==> config.mk <==
export PLATFORM = sky130hd
export DESIGN_NAME = reg_dump_uart
export DESIGN_NICKNAME = d
export VERILOG_FILES = /design/src/rtl/reg_dump_uart.sv
export SDC_FILE = /design/constraint.sdc
export NUM_CORES = 1
export LEC_CHECK = 0
export CORE_MARGIN = 2
export CORE_UTILIZATION = 35
export CTS_CLUSTER_DIAMETER = 40
export CTS_CLUSTER_SIZE = 8
export DETAILED_ROUTE_END_ITERATION = 6
export DONT_BUFFER_PORTS = 1
export SETUP_SLACK_MARGIN = 0.5
export SYNTH_ARGS = -nofsm -noshare
export SYNTH_HDL_FRONTEND = slang
export SYNTH_SLANG_ARGS = --single-unit
==> constraint.sdc <==
create_clock -name clk -period 2.7 [get_ports clk]
set_input_delay 0 -clock clk [delete_from_list [all_inputs] [get_ports clk]]
set_output_delay 0 -clock clk [all_outputs]
set_load 0.005 [all_outputs]
==> src/rtl/reg_dump_uart.sv <==
// Register-file dump over UART: walks x0..x31 and prints each value as an ASCII hex line (8N1).
// Build macro REG_DUMP_HDR_EN adds an "xNN:" prefix to every line.
module reg_dump_uart #(
  parameter int CLK_DIV = 868
) (
  input  logic        clk,
  input  logic        rst_n,
  input  logic        start,
  output logic [4:0]  reg_sel,
  input  logic [31:0] reg_data,
  output logic        tx,
  output logic        busy,
  output logic        done
);

`ifdef REG_DUMP_HDR_EN
  localparam logic [3:0] LINE_LEN = 4'd13;
  localparam logic [3:0] HEX_BASE = 4'd4;
`else
  localparam logic [3:0] LINE_LEN = 4'd9;
  localparam logic [3:0] HEX_BASE = 4'd0;
`endif
  localparam logic [15:0] DIV_MAX = 16'(CLK_DIV - 1);

  typedef enum logic [2:0] {
    S_IDLE  = 3'd0,
    S_SEL   = 3'd1,
    S_LATCH = 3'd2,
    S_SEND  = 3'd3,
    S_NEXT  = 3'd4,
    S_FIN   = 3'd5
  } state_e;

  function automatic logic [7:0] hex_ascii(input logic [3:0] nib);
    if (nib < 4'd10) return 8'h30 + {4'h0, nib};
    else             return 8'h37 + {4'h0, nib};
  endfunction

`ifdef REG_DUMP_HDR_EN
  // Returns {tens[1:0], ones[3:0]} of a register number 0..31.
  function automatic logic [5:0] dec_digits(input logic [4:0] n);
    logic [1:0] tens;
    if (n >= 5'd30)      tens = 2'd3;
    else if (n >= 5'd20) tens = 2'd2;
    else if (n >= 5'd10) tens = 2'd1;
    else                 tens = 2'd0;
    return {tens, 4'(n - 5'(tens) * 5'd10)};
  endfunction
`endif

  state_e      state_q, state_d;
  logic [4:0]  reg_sel_q, reg_sel_d;
  logic [31:0] snap_q, snap_d;
  logic [3:0]  byte_idx_q, byte_idx_d;
  logic        active_q, active_d;
  logic [3:0]  bit_q, bit_d;
  logic [15:0] div_q, div_d;
  logic [7:0]  shreg_q, shreg_d;
  logic        tx_q, tx_d;
  logic        busy_q, busy_d;
  logic        done_q, done_d;

  logic        tx_idle_s, line_loaded_s, last_reg_s, load_s;
  logic [2:0]  hex_idx_s;
  logic [7:0]  byte_s;

  assign tx_idle_s     = ~active_q;
  assign line_loaded_s = (byte_idx_q == LINE_LEN);
  assign last_reg_s    = (reg_sel_q == 5'd31);
  assign load_s        = (state_q == S_SEND) && !line_loaded_s && tx_idle_s;

  // State and datapath registers.
  always_ff @(posedge clk or negedge rst_n) begin
    if (!rst_n) begin
      state_q    <= S_IDLE;
      reg_sel_q  <= 5'd0;
      snap_q     <= 32'd0;
      byte_idx_q <= 4'd0;
      active_q   <= 1'b0;
      bit_q      <= 4'd0;
      div_q      <= 16'd0;
      shreg_q    <= 8'd0;
      tx_q       <= 1'b1;
      busy_q     <= 1'b0;
      done_q     <= 1'b0;
    end else begin
      state_q    <= state_d;
      reg_sel_q  <= reg_sel_d;
      snap_q     <= snap_d;
      byte_idx_q <= byte_idx_d;
      active_q   <= active_d;
      bit_q      <= bit_d;
      div_q      <= div_d;
      shreg_q    <= shreg_d;
      tx_q       <= tx_d;
      busy_q     <= busy_d;
      done_q     <= done_d;
    end
  end

  // Next-state logic; a non-final line leaves SEND once its last byte is loaded, x31 waits for the line to drain.
  always_comb begin
    state_d = state_q;
    case (state_q)
      S_IDLE:  if (start) state_d = S_SEL; else state_d = S_IDLE;
      S_SEL:   state_d = S_LATCH;
      S_LATCH: state_d = S_SEND;
      S_SEND:  if (line_loaded_s && (!last_reg_s || tx_idle_s)) state_d = S_NEXT;
               else state_d = S_SEND;
      S_NEXT:  if (last_reg_s) state_d = S_FIN; else state_d = S_SEL;
      S_FIN:   state_d = S_IDLE;
      default: state_d = S_IDLE;
    endcase
  end

  // Current line byte: hex digits MSB nibble first, optional header, newline last.
  always_comb begin
    hex_idx_s = 3'(byte_idx_q - HEX_BASE);
    case (byte_idx_q)
      LINE_LEN - 4'd1: byte_s = 8'h0A;
`ifdef REG_DUMP_HDR_EN
      4'd0:    byte_s = 8'h78;
      4'd1:    byte_s = 8'h30 + {6'd0, dec_digits(reg_sel_q)[5:4]};
      4'd2:    byte_s = 8'h30 + {4'd0, dec_digits(reg_sel_q)[3:0]};
      4'd3:    byte_s = 8'h3A;
`endif
      default: byte_s = hex_ascii(snap_q[{~hex_idx_s, 2'b00} +: 4]);
    endcase
  end

  // Register select, snapshot and byte index; reg_sel wraps 31 -> 0 so the next dump starts at x0.
  always_comb begin
    reg_sel_d  = reg_sel_q;
    snap_d     = snap_q;
    byte_idx_d = byte_idx_q;
    if (state_q == S_NEXT) reg_sel_d = reg_sel_q + 5'd1;
    else                   reg_sel_d = reg_sel_q;
    if (state_q == S_LATCH) begin
      snap_d     = reg_data;
      byte_idx_d = 4'd0;
    end else if (load_s) begin
      byte_idx_d = byte_idx_q + 4'd1;
    end else begin
      byte_idx_d = byte_idx_q;
    end
  end

  // UART transmitter: bit 0 is the start bit, 1..8 data LSB first, 9 the stop bit.
  always_comb begin
    active_d = active_q;
    bit_d    = bit_q;
    div_d    = div_q;
    shreg_d  = shreg_q;
    tx_d     = tx_q;
    if (load_s) begin
      active_d = 1'b1;
      bit_d    = 4'd0;
      div_d    = 16'd0;
      shreg_d  = byte_s;
      tx_d     = 1'b0;
    end else if (active_q) begin
      if (div_q == DIV_MAX) begin
        div_d = 16'd0;
        if (bit_q == 4'd9) begin
          active_d = 1'b0;
          tx_d     = 1'b1;
        end else if (bit_q == 4'd8) begin
          bit_d = bit_q + 4'd1;
          tx_d  = 1'b1;
        end else begin
          bit_d   = bit_q + 4'd1;
          tx_d    = shreg_q[0];
          shreg_d = {1'b0, shreg_q[7:1]};
        end
      end else begin
        div_d = div_q + 16'd1;
      end
    end else begin
      tx_d = 1'b1;
    end
  end

  // Status outputs decoded from the upcoming state so they are registered alongside it.
  always_comb begin
    busy_d = 1'b0;
    done_d = 1'b0;
    case (state_d)
      S_SEL, S_LATCH, S_SEND, S_NEXT: busy_d = 1'b1;
      S_FIN:   done_d = 1'b1;
      default: begin
        busy_d = 1'b0;
        done_d = 1'b0;
      end
    endcase
  end

  assign reg_sel = reg_sel_q;
  assign tx      = tx_q;
  assign busy    = busy_q;
  assign done    = done_q;

endmodule
Yosys cells after proc, flatten, opt, wreduce, memory -nomap -nowiden
Cells that the tools add are included.
{"block": "op_classes", "add_sub_neg": 6, "magnitude_cmp": 1, "n_eq_ne": 18, "n_shift": 1, "n_mux": 31, "bitwise": 2, "n_reduce_logical": 13}
{"cell": "$mux 16", "n": 3}
{"cell": "$mux 8", "n": 5}
{"cell": "$shiftx 32x6->4", "n": 1}
{"cell": "$mux 4", "n": 6}
{"cell": "$add 16x1->16 const B", "n": 1}
{"cell": "$eq 16x10->1 const B", "n": 1}
{"cell": "$eq 4x4->1 const B", "n": 4}
{"cell": "$pmux 3 s5", "n": 1}
{"cell": "$add 6x4->7 const A", "n": 2}
{"cell": "$mux 7", "n": 2}
{"cell": "$eq 3x2->1 const B", "n": 4}
{"cell": "$mux 1", "n": 12}
{"cell": "$eq 3x3->1 const B", "n": 3}
{"cell": "$add 4x1->4 const B", "n": 2}
{"cell": "$eq 3x1->1 const B", "n": 2}
{"cell": "$mux 3", "n": 2}
{"cell": "$reduce_bool 2->1", "n": 3}
{"cell": "$add 5x1->5 const B", "n": 1}
{"cell": "$eq 5x5->1 const B", "n": 1}
{"cell": "$lt 4x4->1 const B", "n": 1}
{"cell": "$ne 2x2->1 const B", "n": 2}
{"cell": "$reduce_and 4->1", "n": 1}
{"cell": "$reduce_or 4->1", "n": 1}
{"cell": "$logic_and 1x1->1", "n": 3}
{"cell": "other kinds (7)", "n": 8}
{"block": "word_totals", "ff_bits": 76, "out_inout_bits": 8, "wordCells": 83}

Depth between registers and ports, before layout
{"block": "depth", "ltp_word": 9, "mapped_depth": 9, "mapped_depth_nobuf": 7}

Worst setup path after synthesis
OpenSTA, ideal clock, no wires.
{"block": "synth_path", "kind": "register -> register", "startpoint": "register byte_idx_q[1]", "endpoint": "register shreg_q[3]", "setup_ps": 125, "arrival_ps": 2179, "required_ps": 2575, "slack_ps": 396, "path_stages_with_launch": 9, "n_path_buf": 1, "synth_period_minus_slack_ps": 2304, "path_cell_list": "dfrtp_1 > clkbuf_1 > inv_1 > ha_1 > nand3b_1 > a31o_2 > nand2_1 > o31ai_2 > mux2_2"}
{"block": "synth_via", "elab_chain_cells": 6}
{"element": "start, declared", "line": "54", "source": "logic [3:0] byte_idx_q, byte_idx_d;"}
{"element": "start signal, assigned", "line": "90", "source": "byte_idx_q <= byte_idx_d;"}
{"element": "$not 3->3 / $eq 4x4->1 (equally long branches)", "line": "127, 68"}
{"element": "$shiftx 32x6->4 / $logic_not 1->1 (equally long branches)", "line": "127, 70"}
{"element": "$add 6x4->7, or another cell as far along", "line": "36", "source": "else return 8'h37 + {4'h0, nib};"}
{"element": "$mux 7 / $logic_and 1x1->1 (equally long branches)", "line": "35, 70"}
{"element": "$mux 7, or another cell as far along", "line": "119", "source": "case (byte_idx_q)"}
{"element": "$mux 8 / $reduce_and 4->1 (equally long branches)"}
{"element": "end signal, assigned", "line": "94", "source": "shreg_q <= shreg_d;"}
{"element": "end, declared", "line": "58", "source": "logic [7:0] shreg_q, shreg_d;"}
Parallel ways exist; a longest one is shown, timed or not.
A chain may end at the register's enable or synchronous reset.

Worst setup path in the final report
{"block": "layout_path", "startpoint": "register div_q[11]", "endpoint": "register shreg_q[3]"}
{"block": "layout_via", "elab_chain_cells": 3}
{"element": "start, declared", "line": "57", "source": "logic [15:0] div_q, div_d;"}
{"element": "start signal, assigned", "line": "93", "source": "div_q <= div_d;"}
{"element": "$eq 16x10->1", "line": "162", "source": "if (div_q == DIV_MAX) begin"}
{"element": "$reduce_bool 2->1 (no source line)"}
{"element": "$reduce_and 4->1 (no source line)"}
No other way between the ends.

==> results.cfg <==
[timing]
setup_viol = 0
skew_ns = 0.007024
hold_viol = 0
setup-tns-final_ns = 0
min_period_ns = 2.199
fmax_ghz = 0.4547
slew-limit-headroom_pct = 63.58
period_share_pct = 81.45
setup_slack_ns = 0.5009
worst_slew_pin_slew_ns = 0.5418
finalMaxSlewViolations = 0
rsz0062_at_grt = yes

[pwr]
seq_power_share_pct = 51.8
p_comb_share_pct = 5.6
netSwitchingPower_mw = 0.4870
clkPwrFrac_pct = 42.6
ir_worst_vdd_mv = 0.3384
p_int_mw = 1.775
p_leak_nw = 2.021
swShare_pct = 21.53
powerDensity_nw_per_um2 = 470.4

[clock_network]
htreeDepth = 3
cts-root-buf = clkbuf_8
clkTransAtPathRegs_ns = 0.08
cts.path.max_buffers = 2
clock_latency_ns = 0.34
numCtsBuffers = 9
cts_sinks = 75
tritoncts = built

[drt]
viasPerCell = 5.289
first_iter_violations = 200
postRouteAntennaNets = 0
drc_errors = 0
wl_per_cell_um = 15.14
wirelength_um = 8053
dr.pass1.iters = 4
vias = 2814

[grt]
gr-total-overflow = 0
track_usage_pct = 15.19
grt_start_max_net_pins = 76
antenna_found_initial = 0
grt_pass1_vias = 2858
grt_pass1_wl_um = 14170

[die]
io_pins = 43
core-area_um2 = 10420
die_y_um = 108.0
start_util_pct = 36.32
dieWidth_um = 108.0
die_area_um2 = 11660
num_rows = 37

[yosys]
async_reset_ff_share_pct = 100.0
syn-num-nets = 378
synth.cell_area_um2 = 3784
seq_area_frac_synth_pct = 49.64
synth_ff_type = dfrtp_1
yosysWarnings = 0
synthesis.instances = 333
synth_seq_cells = 75
synth_edf_count = 0
synth_cell_types = 57
postSynthAreaPerCell_um2 = 11.36

[placement]
placed_area_um2 = 4004
port_buffers = 0
place_ws_ns = 0.2447
dp_hpwl_um = 5279
place.gp.congestion = 0.8087

[setup_path]
path_cells = or4_4 > nor4_4 > buf_4 > nor2b_4 > o31ai_4 > mux2_2
worstPathArrival_ns = 2.43
cpPeakStageDelay_ns = 0.53
slowest_stage = or4_4
critPathKind = flip-flop to flip-flop
end_kind = flip-flop
path_max_fanout = 5
r2r-start = div_q[11]$_DFFE_PN0P_
cp_data_required_time_ns = 2.93
startpoint = div_q[11]$_DFFE_PN0P_
start_kind = flip-flop

[finish]
layout-drive-gt1-share_pct = 23.48
multi_input_area_um2 = 1907
nets = 436
diodes = 0
fin_area_um2 = 4810
final_core_util_pct = 46.17
syn_to_final_growth_pct = 27.12
regArea_um2 = 1882
fill_cells = 945

[status]
status = finished, final reports clean

[flow_run]
drv_cap = 0

[worst_hold_path]
hold_path_class = input port to async pin
==> worst max-delay path: cells and delay by family, from the launching register on <==
| family | cells | cell delay, ns |
|---|---|---|
| buffers and inverters | 1 | 0.18 |
| flip-flops | 1 | 0.45 |
| AND/OR/NAND/NOR | 3 | 0.86 |
| AO/OA/AOI/OAI | 1 | 0.23 |
| multiplexers | 1 | 0.35 |
==> placed cells by master, fill, tap and decap left out, drive strengths merged, types with 3 or more instances in the layout <==
master and instances:
a21o 6, a21oi 13, a22o 4, a31oi 5, and2 3, and3 7, buf 25, clkbuf 10
clkinv 3, dfrtp 74, dlygate4sd3 34, ha 10, inv 14, mux2 35, mux2i 6, mux4 8
nand2 24, nand3 12, nand4 8, nor2 13, nor2b 5, nor3 5, nor4 3, o21ai 18
o22ai 4, o31ai 3, or3 5, or4 3, xnor2 5
==> Yosys cell counts, types with 6 or more instances <==
library cell	instances	area [um^2]
dfrtp_1	74	1852
nand2_1	24	90.09
mux2_1	18	202.7
mux2_2	17	191.4
inv_1	14	52.55
a21oi_1	13	65.06
nor2_1	13	48.80
nand3_1	12	60.06
o21ai_1	11	55.05
ha_1	10	125.1
clkbuf_1	9	33.78
mux4_2	8	180.2
nand4_1	8	50.05
and3_1	7	43.79
o21ai_0	7	35.03
a21o_1	6	45.04
mux2i_1	6	60.06
==> layout make-up <==
type | instances | area share, %
clock buffer | 10 | 2.862
clock inverter | 6 | 1.847
inverter | 15 | 1.171
multi-input combinational | 231 | 39.65
sequential | 75 | 39.13
tap | 136 | 3.538
timing repair buffer | 59 | 11.81
==> metal layers <==
metal	routed length [um]	track usage, %	up-vias
li1	-	-	1349
met1	3800	21.35	1399
met2	3862	23.27	59
met3	322	4.461	7
met4	68	3.571	0
met5	0	0	-
==> power groups by stage <==
stage	registers, mW	clock network (mW)	logic (mW)
3_3_place_gp	1.19	0	0.0545
6_report	1.17	0.964	0.127
5_1_grt	1.17	1.05	0.142
4_1_cts	1.17	0.996	0.125
2_1_floorplan	1.19	0	0.0480
3_5_place_dp	1.19	0	0.0561
==> sequential cells by signal (all words and copies together) (netlist names) <==
name and count:
busy 1, reg_sel 5, state_q 3, shreg_q 7, bit_q 4, snap_q 32
active_q 1, done 1, tx 1, byte_idx_q 4, div_q 16
==> what timing repair did <==
action,4_1_cts,5_1_grt
buffers inserted,7,6
gates cloned,1,0
endpoints found under the hold margin,109,0
pin swaps,5,2
setup endpoints to repair,18,18
resized for setup,9,14
hold buffers,35,0
==> kinds of logic after synthesis <==
| kind of cell | count (synthesis) | synth area share, % |
|---|---|---|
| AND/OR/NAND/NOR | 97 | 14.12 |
| flip-flops | 75 | 49.64 |
| AO/OA/AOI/OAI | 67 | 11.57 |
| multiplexers | 49 | 16.77 |
| buffers and inverters | 28 | 2.976 |
| adder cells (fa/ha/maj) | 10 | 3.307 |
| XOR/XNOR | 7 | 1.620 |
==> path summary, 6_finish.rpt <==
| check | endpoint | slack (ns) | depth (start not counted) |
|---|---|---|---|
| min in group clk | snap_q[27]$_DFFE_PN0N_ | 0.32 | 2 |
| min | div_q[9]$_DFFE_PN0P_ | 0.21 | 2 |
| max | shreg_q[3]$_DFFE_PN0P_ | 0.50 | 6 |
| min reg2reg | snap_q[4]$_DFFE_PN0N_ | 0.48 | 1 |
| max reg2reg | shreg_q[3]$_DFFE_PN0P_ | 0.50 | 6 |
| max in group asynchronous | byte_idx_q[0]$_DFFE_PN0P_ | 2.14 | 2 |
==> stage by stage <==
stage | hold WS (ns) | instances | total power, mW
2_1_floorplan | -0.2956 | 333 | 1.234
3_3_place_gp | -0.2921 | 467 | 1.246
3_5_place_dp | -0.2915 | 467 | 1.249
4_1_cts | 0.2375 | 526 | 2.291
5_1_grt | 0.2535 | 532 | 2.363
6_report | 0.2132 | 532 | 2.263
Note: power is estimated with default switching activity, not from simulation.
